<file path="config.mk">
export PLATFORM = sky130hd
export DESIGN_NAME = oled_cmd_ctrl_flat
export DESIGN_NICKNAME = d
export VERILOG_FILES = /design/src/rtl/oled_cmd_if.sv /design/src/rtl/oled_cmd_ctrl.sv /design/src/flat_wrapper.sv
export SDC_FILE = /design/constraint.sdc
export NUM_CORES = 1
export LEC_CHECK = 0
export ABC_CLOCK_PERIOD_IN_PS = 5700
export CAP_MARGIN = 20
export CORE_ASPECT_RATIO = 0.6
export CORE_MARGIN = 10
export CORE_UTILIZATION = 45
export DETAILED_ROUTE_END_ITERATION = 12
export GPL_TIMING_DRIVEN = 1
export PLACE_DENSITY = 0.66
export SETUP_SLACK_MARGIN = 0.05
export SKIP_CTS_REPAIR_TIMING = 1
export SLEW_MARGIN = 5
export SYNTH_ARGS = -nofsm -noshare
export SYNTH_HDL_FRONTEND = slang
export SYNTH_SLANG_ARGS = --single-unit
</file>
<file path="constraint.sdc">
create_clock -name clock -period 5.7 [get_ports clock]
set_input_delay 0.57 -clock clock [delete_from_list [all_inputs] [get_ports clock]]
set_output_delay 0.57 -clock clock [all_outputs]
set_load 0.05 [all_outputs]
</file>
<file path="src/rtl/oled_cmd_if.sv">
// Bus bundle for the OLED command controller: captured byte stream in,
// framebuffer write port and display configuration out.
interface oled_cmd_if;
  logic       byte_valid;
  logic       oled_dc;
  logic [7:0] oled_data;
  logic       fb_we;
  logic [9:0] fb_waddr;
  logic [7:0] fb_wdata;
  logic       frame_done;
  logic       display_on;
  logic       invert;
  logic [7:0] contrast;

  modport master (
    output byte_valid, oled_dc, oled_data,
    input  fb_we, fb_waddr, fb_wdata, frame_done, display_on, invert, contrast
  );

  modport slave (
    input  byte_valid, oled_dc, oled_data,
    output fb_we, fb_waddr, fb_wdata, frame_done, display_on, invert, contrast
  );
endinterface

</file>
<file path="src/rtl/oled_cmd_ctrl.sv">
// SSD1306-style command interpreter and framebuffer write-address sequencer
// for a 128x64 OLED (8 pages x 128 columns, one byte per page column).
module oled_cmd_ctrl #(
  parameter int COLS  = 128,
  parameter int PAGES = 8
) (
  input  logic       clock,
  input  logic       reset,
  oled_cmd_if.slave  bus
);

  localparam logic [1:0] S_IDLE = 2'd0;
  localparam logic [1:0] S_ARG1 = 2'd1;
  localparam logic [1:0] S_ARG2 = 2'd2;

  logic [1:0] state_q,      state_d;
  logic [7:0] op_q,         op_d;
  logic [6:0] arg_q,        arg_d;
  logic [1:0] mode_q,       mode_d;
  logic [6:0] col_start_q,  col_start_d;
  logic [6:0] col_end_q,    col_end_d;
  logic [2:0] page_start_q, page_start_d;
  logic [2:0] page_end_q,   page_end_d;
  logic [6:0] col_q,        col_d;
  logic [2:0] page_q,       page_d;
  logic       fb_we_q,      fb_we_d;
  logic [9:0] fb_waddr_q,   fb_waddr_d;
  logic [7:0] fb_wdata_q,   fb_wdata_d;
  logic       frame_done_q, frame_done_d;
  logic       display_on_q, display_on_d;
  logic       invert_q,     invert_d;
  logic [7:0] contrast_q,   contrast_d;

  // Column step: wraps only on equality with the end, so start > end windows
  // run through the modulo-128 rollover.
  function automatic logic [6:0] next_col(input logic [6:0] c,
                                          input logic [6:0] c_start,
                                          input logic [6:0] c_end);
    logic [6:0] r;
    if (c == c_end) begin
      r = c_start;
    end else begin
      r = c + 7'd1;
    end
    return r;
  endfunction

  function automatic logic [2:0] next_page(input logic [2:0] p,
                                           input logic [2:0] p_start,
                                           input logic [2:0] p_end);
    logic [2:0] r;
    if (p == p_end) begin
      r = p_start;
    end else begin
      r = p + 3'd1;
    end
    return r;
  endfunction

  // Next-state: data writes with pointer advance, command decode, argument capture.
  always_comb begin
    state_d      = state_q;
    op_d         = op_q;
    arg_d        = arg_q;
    mode_d       = mode_q;
    col_start_d  = col_start_q;
    col_end_d    = col_end_q;
    page_start_d = page_start_q;
    page_end_d   = page_end_q;
    col_d        = col_q;
    page_d       = page_q;
    fb_we_d      = 1'b0;
    fb_waddr_d   = fb_waddr_q;
    fb_wdata_d   = fb_wdata_q;
    frame_done_d = 1'b0;
    display_on_d = display_on_q;
    invert_d     = invert_q;
    contrast_d   = contrast_q;

    if (bus.byte_valid && bus.oled_dc) begin
      // A data byte drops any half-received command without applying it.
      state_d    = S_IDLE;
      fb_we_d    = 1'b1;
      fb_waddr_d = {page_q, col_q};
      fb_wdata_d = bus.oled_data;
      case (mode_q)
        2'd0: begin
          col_d = next_col(col_q, col_start_q, col_end_q);
          if (col_q == col_end_q) begin
            page_d       = next_page(page_q, page_start_q, page_end_q);
            frame_done_d = (page_q == page_end_q);
          end else begin
            page_d = page_q;
          end
        end
        2'd1: begin
          page_d = next_page(page_q, page_start_q, page_end_q);
          if (page_q == page_end_q) begin
            col_d = next_col(col_q, col_start_q, col_end_q);
          end else begin
            col_d = col_q;
          end
        end
        default: begin
          col_d = next_col(col_q, col_start_q, col_end_q);
        end
      endcase
    end else if (bus.byte_valid) begin
      case (state_q)
        S_IDLE: begin
          casez (bus.oled_data)
            8'b0000_????: col_d        = {col_q[6:4], bus.oled_data[3:0]};
            8'b0001_????: col_d        = {bus.oled_data[2:0], col_q[3:0]};
            8'b1011_0???: page_d       = bus.oled_data[2:0];
            8'hA6:        invert_d     = 1'b0;
            8'hA7:        invert_d     = 1'b1;
            8'hAE:        display_on_d = 1'b0;
            8'hAF:        display_on_d = 1'b1;
            8'h20, 8'h21, 8'h22, 8'h81, 8'hA8, 8'hD3,
            8'hD5, 8'hD8, 8'hD9, 8'hDA, 8'hDB, 8'h8D: begin
              op_d    = bus.oled_data;
              state_d = S_ARG1;
            end
            default: state_d = S_IDLE;
          endcase
        end
        S_ARG1: begin
          case (op_q)
            8'h20: begin
              mode_d  = (bus.oled_data[1:0] == 2'd3) ? 2'd2 : bus.oled_data[1:0];
              state_d = S_IDLE;
            end
            8'h81: begin
              contrast_d = bus.oled_data;
              state_d    = S_IDLE;
            end
            8'h21, 8'h22: begin
              arg_d   = bus.oled_data[6:0];
              state_d = S_ARG2;
            end
            default: state_d = S_IDLE;
          endcase
        end
        S_ARG2: begin
          state_d = S_IDLE;
          case (op_q)
            8'h21: begin
              col_start_d = arg_q;
              col_end_d   = bus.oled_data[6:0];
              col_d       = arg_q;
            end
            8'h22: begin
              page_start_d = arg_q[2:0];
              page_end_d   = bus.oled_data[2:0];
              page_d       = arg_q[2:0];
            end
            default: state_d = S_IDLE;
          endcase
        end
        default: state_d = S_IDLE;
      endcase
    end else begin
      state_d = state_q;
    end
  end

  // State registers with synchronous reset.
  always_ff @(posedge clock) begin
    if (reset) begin
      state_q      <= S_IDLE;
      op_q         <= 8'h00;
      arg_q        <= 7'd0;
      mode_q       <= 2'd2;
      col_start_q  <= 7'd0;
      col_end_q    <= 7'(COLS - 1);
      page_start_q <= 3'd0;
      page_end_q   <= 3'(PAGES - 1);
      col_q        <= 7'd0;
      page_q       <= 3'd0;
      fb_we_q      <= 1'b0;
      fb_waddr_q   <= 10'd0;
      fb_wdata_q   <= 8'h00;
      frame_done_q <= 1'b0;
      display_on_q <= 1'b0;
      invert_q     <= 1'b0;
      contrast_q   <= 8'h7F;
    end else begin
      state_q      <= state_d;
      op_q         <= op_d;
      arg_q        <= arg_d;
      mode_q       <= mode_d;
      col_start_q  <= col_start_d;
      col_end_q    <= col_end_d;
      page_start_q <= page_start_d;
      page_end_q   <= page_end_d;
      col_q        <= col_d;
      page_q       <= page_d;
      fb_we_q      <= fb_we_d;
      fb_waddr_q   <= fb_waddr_d;
      fb_wdata_q   <= fb_wdata_d;
      frame_done_q <= frame_done_d;
      display_on_q <= display_on_d;
      invert_q     <= invert_d;
      contrast_q   <= contrast_d;
    end
  end

  assign bus.fb_we      = fb_we_q;
  assign bus.fb_waddr   = fb_waddr_q;
  assign bus.fb_wdata   = fb_wdata_q;
  assign bus.frame_done = frame_done_q;
  assign bus.display_on = display_on_q;
  assign bus.invert     = invert_q;
  assign bus.contrast   = contrast_q;

endmodule

</file>
<file path="src/flat_wrapper.sv">
// flat-port wrapper written by rule: the top's interface ports become plain ports
module oled_cmd_ctrl_flat 
#(
  parameter int COLS  = 128,
  parameter int PAGES = 8
)
  (clock, reset, bus_byte_valid, bus_oled_dc, bus_oled_data, bus_fb_we, bus_fb_waddr, bus_fb_wdata, bus_frame_done, bus_display_on, bus_invert, bus_contrast);
  oled_cmd_if bus_i ();
  input  logic clock;
  input  logic reset;
  input wire logic [$bits(bus_i.byte_valid)-1:0] bus_byte_valid;
  input wire logic [$bits(bus_i.oled_dc)-1:0] bus_oled_dc;
  input wire logic [$bits(bus_i.oled_data)-1:0] bus_oled_data;
  output wire logic [$bits(bus_i.fb_we)-1:0] bus_fb_we;
  output wire logic [$bits(bus_i.fb_waddr)-1:0] bus_fb_waddr;
  output wire logic [$bits(bus_i.fb_wdata)-1:0] bus_fb_wdata;
  output wire logic [$bits(bus_i.frame_done)-1:0] bus_frame_done;
  output wire logic [$bits(bus_i.display_on)-1:0] bus_display_on;
  output wire logic [$bits(bus_i.invert)-1:0] bus_invert;
  output wire logic [$bits(bus_i.contrast)-1:0] bus_contrast;
  assign bus_i.byte_valid = bus_byte_valid;
  assign bus_i.oled_dc = bus_oled_dc;
  assign bus_i.oled_data = bus_oled_data;
  assign bus_fb_we = bus_i.fb_we;
  assign bus_fb_waddr = bus_i.fb_waddr;
  assign bus_fb_wdata = bus_i.fb_wdata;
  assign bus_frame_done = bus_i.frame_done;
  assign bus_display_on = bus_i.display_on;
  assign bus_invert = bus_i.invert;
  assign bus_contrast = bus_i.contrast;
  oled_cmd_ctrl #(.COLS(COLS), .PAGES(PAGES)) u_core (.clock(clock), .reset(reset), .bus(bus_i));
endmodule
</file>
Word level (Yosys, flattened, before mapping). Index checks and enable logic that the tools add are counted.

Output and inout port bits: 30. Bits in registers: 79. Logic and storage cells: 110. Bits of input ports: 12.

Reductions and logical operators: 25. Bitwise operators: 3. Muxes and demuxes: 23. Add/subtract/negate cells: 2. Equality and inequality tests: 39.

Operator list (count): 8-bit equality test (second input constant) (14); 8-bit by 6-bit equality test with 1-bit output (second input constant) (6); 7-bit 2-to-1 mux (6); 4-bit AND reduction (8); 7-bit one-hot mux with 2 select lines (2); 3-bit 2-to-1 mux (6); 3-bit by 2-bit inequality test with 1-bit output (second input constant) (6); 6-bit AND reduction (3); 3-bit one-hot mux with 2 select lines (2); 12-bit OR reduction (1); 3-bit inequality test (second input constant) (3); 2-bit one-hot mux with 2 select lines (2); 7-bit by 1-bit adder with 7-bit output (second input constant) (1); 7-bit equality test (1); 7-bit OR reduction (1); 2-bit nonzero test (3); 5-bit equality test (second input constant) (1); 2-bit by 1-bit equality test with 1-bit output (second input constant) (2); 2-bit equality test (second input constant) (2); 4-bit by 1-bit equality test with 1-bit output (second input constant) (1); 2-bit logical NOT (2); 4-bit logical NOT (1); 2-bit 2-to-1 mux (2); 1-bit one-hot mux with 2 select lines (2); other kinds (11) (14).

Longest topological paths before layout.
Depth after elaboration: 5. Mapped depth: 7. Depth with buffers taken out: 7.

Worst setup path after synthesis. OpenSTA, ideal clock, no wires.

Path kind: input -> register. Start point: input port bus_oled_data[7]. End point: register u_core.op_q[0]. Data required time: 5572 ps. Setup slack: 3627 ps. Arrival time: 1945 ps. Cell stages on the path: 7. Path buffers: 1. Setup time: 128 ps. Path through: clkbuf_1 and4bb_1 a31oi_1 o21ai_1 o31ai_4 mux2i_1 nor2_1.

Longest elaborated chain between the ends: 3. Elaborated cells on any way between the ends: 14. Those cells by class: eq/ne (12); reduce/logical (2).

RTL lines: start, declared (line flat_wrapper.sv:13) `input wire logic [$bits(bus_i.oled_data)-1:0] bus_oled_data;`; 8-bit by 6-bit equality test with 1-bit output / 8-bit equality test (equally long branches) (line oled_cmd_ctrl.sv:111) `casez (bus.oled_data)`; 12-bit OR reduction * (line oled_cmd_ctrl.sv:111); 4-bit AND reduction (no source line) *; end signal, assigned (line oled_cmd_ctrl.sv:189) `op_q <= op_d;`; end, declared (line oled_cmd_ctrl.sv:17) `logic [7:0] op_q, op_d;`.

Mark *: on every way between the ends. The rest lies on a longest branch, timed or not. A chain may end at the register's enable or synchronous reset.

Worst setup path in the final report.
Start point: input port bus_oled_data[0]. End point: register u_core.op_q[6].

Same word-level chain as after synthesis.

==> reports/qor.yml <==
die_h_um: 91.1
setup-violations-final: 0
seq_area_frac_synth_pct: 41.7
synth-edff-count: 0
layout_commonest_cell: "nand2_1"
avgSynthCellArea_um2: 8.61
slew_violations: 0
layout_setup_ws_ps: 2900
wl_per_cell_um: 17.3
nets: 480
finalHoldViolCount: 0
antenna_found_initial: 0
crit_family: "compound AO/OA/AOI/OAI gates"
dieArea_mm2: 0.0126
drc_errors: 0
post-route-min-period_ps: 2800
layout-drive-gt1-share_pct: 5.96
synth_cell_types: 48
place_area_mm2: 0.00423
cts-root-buf: "clkbuf_16"
pre_cts_ws_ps: 2560
slew-limit-headroom_pct: 36.1
cp_slowest_cell: "clkdlybuf4s50_1"
grt_overflow: 0
min_period_over_period_pct: 49.1
hpwlAfterDp_mm: 6.70
gp_congestion: 0.899
synth_top_cell_area_share_pct: 41.7
whs_ps: 454
grt_use_total_pct: 15.7
wirelength_mm: 9.97
powerDensity_mw_per_mm2: 271
max_freq_mhz: 357
antennaDiodeCount: 0
final_antenna_net_count: 0
portBuffers: 41
critPathLaunchType: "input port"
die_w_um: 138
first_iter_violations: 290
vias: 3196
final_cell_mix: "nand2_1 (84), dfxtp_1 (79), mux2i_1 (56)"
syn_area_mm2: 0.00379
drtPass1Iterations: 4
design_area_mm2: 0.00454
dp_cells: 562
synth_flop_cell: "dfxtp_1"
setup-tns-final_ps: 0
ys_ff_latch: 79
finish.utilization_pct: 56.5
htreeDepth: 3
cp.arrival_ps: 3000
synthArstFlopShare_pct: 0
synthCells: 440
max_cap_viol_count: 0
row_count: 25
clockBufferDepth: 2
crit_type: "in -> reg"
final-instance-count-excl-fill: 578
outcome: "completed"
required_ps: 5900
numCtsBuffers: 9
grt_first_pass_wirelength_mm: 16.4
rsz0062_at_grt: "false"
grt_max_degree: 60
synthTopCellsByArea: "dfxtp_1 (42%), mux2i_1 (15%), nand2_1 (8.3%)"
tightest_slew_ps: 956
vias_per_cell: 5.53
max_stage_delay_ps: 780
multi_input_area_mm2: 0.00207
clk_pin_slew_ps: 60
cts.sinks: 79
core_area_mm2: 0.00804
yosysWarningCount: 0
fillers: 705
grt_pass1_vias: 3015
p_leak_nw: 1.99
setup.worst_path.end_class: "register"
clk_latency_ps: 330
p_total_mw: 1.23
syn-num-nets: 454
cp_max_fo: 17
vdd_drop_max_uv: 189
cp_cell_sequence: "clkdlybuf4s50_1, nor2b_1, and3b_1, o211a_1, o31ai_4, mux2i_1, nor2_1"
skew_ps: 3.81
path_buf_inv: 1
min_path_type: "reg -> reg"
regArea_mm2: 0.00158
io_pins: 42
yosysTopAreaCell: "dfxtp_1"
cts_tree: "done"
area_delta_synth_final_pct: 19.9
start_util_pct: 47.1
==> where the power goes <==
group	switching, mW	leakage [nW]	internal, mW
combinational	0.0631	1.21	0.0290
sequential	0.00588	0.639	0.558
clock	0.214	0.145	0.360
total	0.283	1.99	0.947
==> logic make-up after synthesis <==
logic type / count (synthesis) / share of synthesized area, %
and+or+nand+nor: 187 / 23.9
DFF: 79 / 41.7
AOI/OAI and AO/OA: 66 / 11.7
muxes: 56 / 14.8
buffers and inverters: 34 / 3.53
xor gates and xnor gates: 16 / 3.70
adders and majority gates: 2 / 0.660
==> routing by layer <==
metal	up-vias	track usage [%]	wire [µm]	part of all wire, %
met5	-	0	0	0
met4	0	4.11	83	0.83
met3	9	5.30	927	9.3
met2	95	22.2	4160	42
met1	1515	22.0	4800	48
li1	1577	-	-	-
==> flip-flops by register name, summed over array words and instances (netlist names), 2 cells and up <==
register and count:
u_core.mode_q 2, u_core.state_q 2, u_core.col_q 7, u_core.page_end_q 3, u_core.bus.fb_waddr 10, u_core.arg_q 7, u_core.page_start_q 3, u_core.col_start_q 7
u_core.op_q 8, u_core.col_end_q 7, u_core.bus.fb_wdata 8, u_core.bus.contrast 8, u_core.page_q 3
==> worst paths after layout <==
path	from	depth (start not counted)	to	slack (ps)
hold reg to reg	u_core.bus.fb_waddr[1]	2	u_core.bus.fb_waddr[1]	450
setup reg to reg	u_core.state_q[1]	5	u_core.col_end_q[2]	3200
setup / recovery	bus_oled_data[0]	7	u_core.op_q[6]	2900
hold / removal	u_core.bus.fb_waddr[1]	2	u_core.bus.fb_waddr[1]	450
==> area by class of cell <==
cell class	instances	share of cell area, %
Timing Repair Buffer	44	9.58
Clock inverter	3	0.936
Sequential cell	79	34.8
Clock buffer	12	5.64
Tap cell	108	2.97
Inverter	5	0.413
Multi-Input combinational cell	327	45.6
==> synth_stat cells, drive strengths merged, types with 3 or more instances <==
library cell and count:
a211oi 5, xor2 7, mux2i 56, inv 5, a21oi 35, nor4 4, xnor2 9, a31oi 3
nor4b 4, nand2b 4, nand4 4, a221o 4, and3 3, nand3 13, dfxtp 79, clkbuf 23
a211o 3, o21ai 7, nor3 5, nor2b 6, buf 6, nand2 84, nor2 48, and2 4
==> worst reg2reg max path: stages, from the launching register on <==
cell and delay, ps:
dfxtp_1 420, nor2b_1 720, nand4_1 630, buf_8 360, mux2i_1 160, nand2_1 80
No activity file was read; power rests on OpenSTA's default activity.
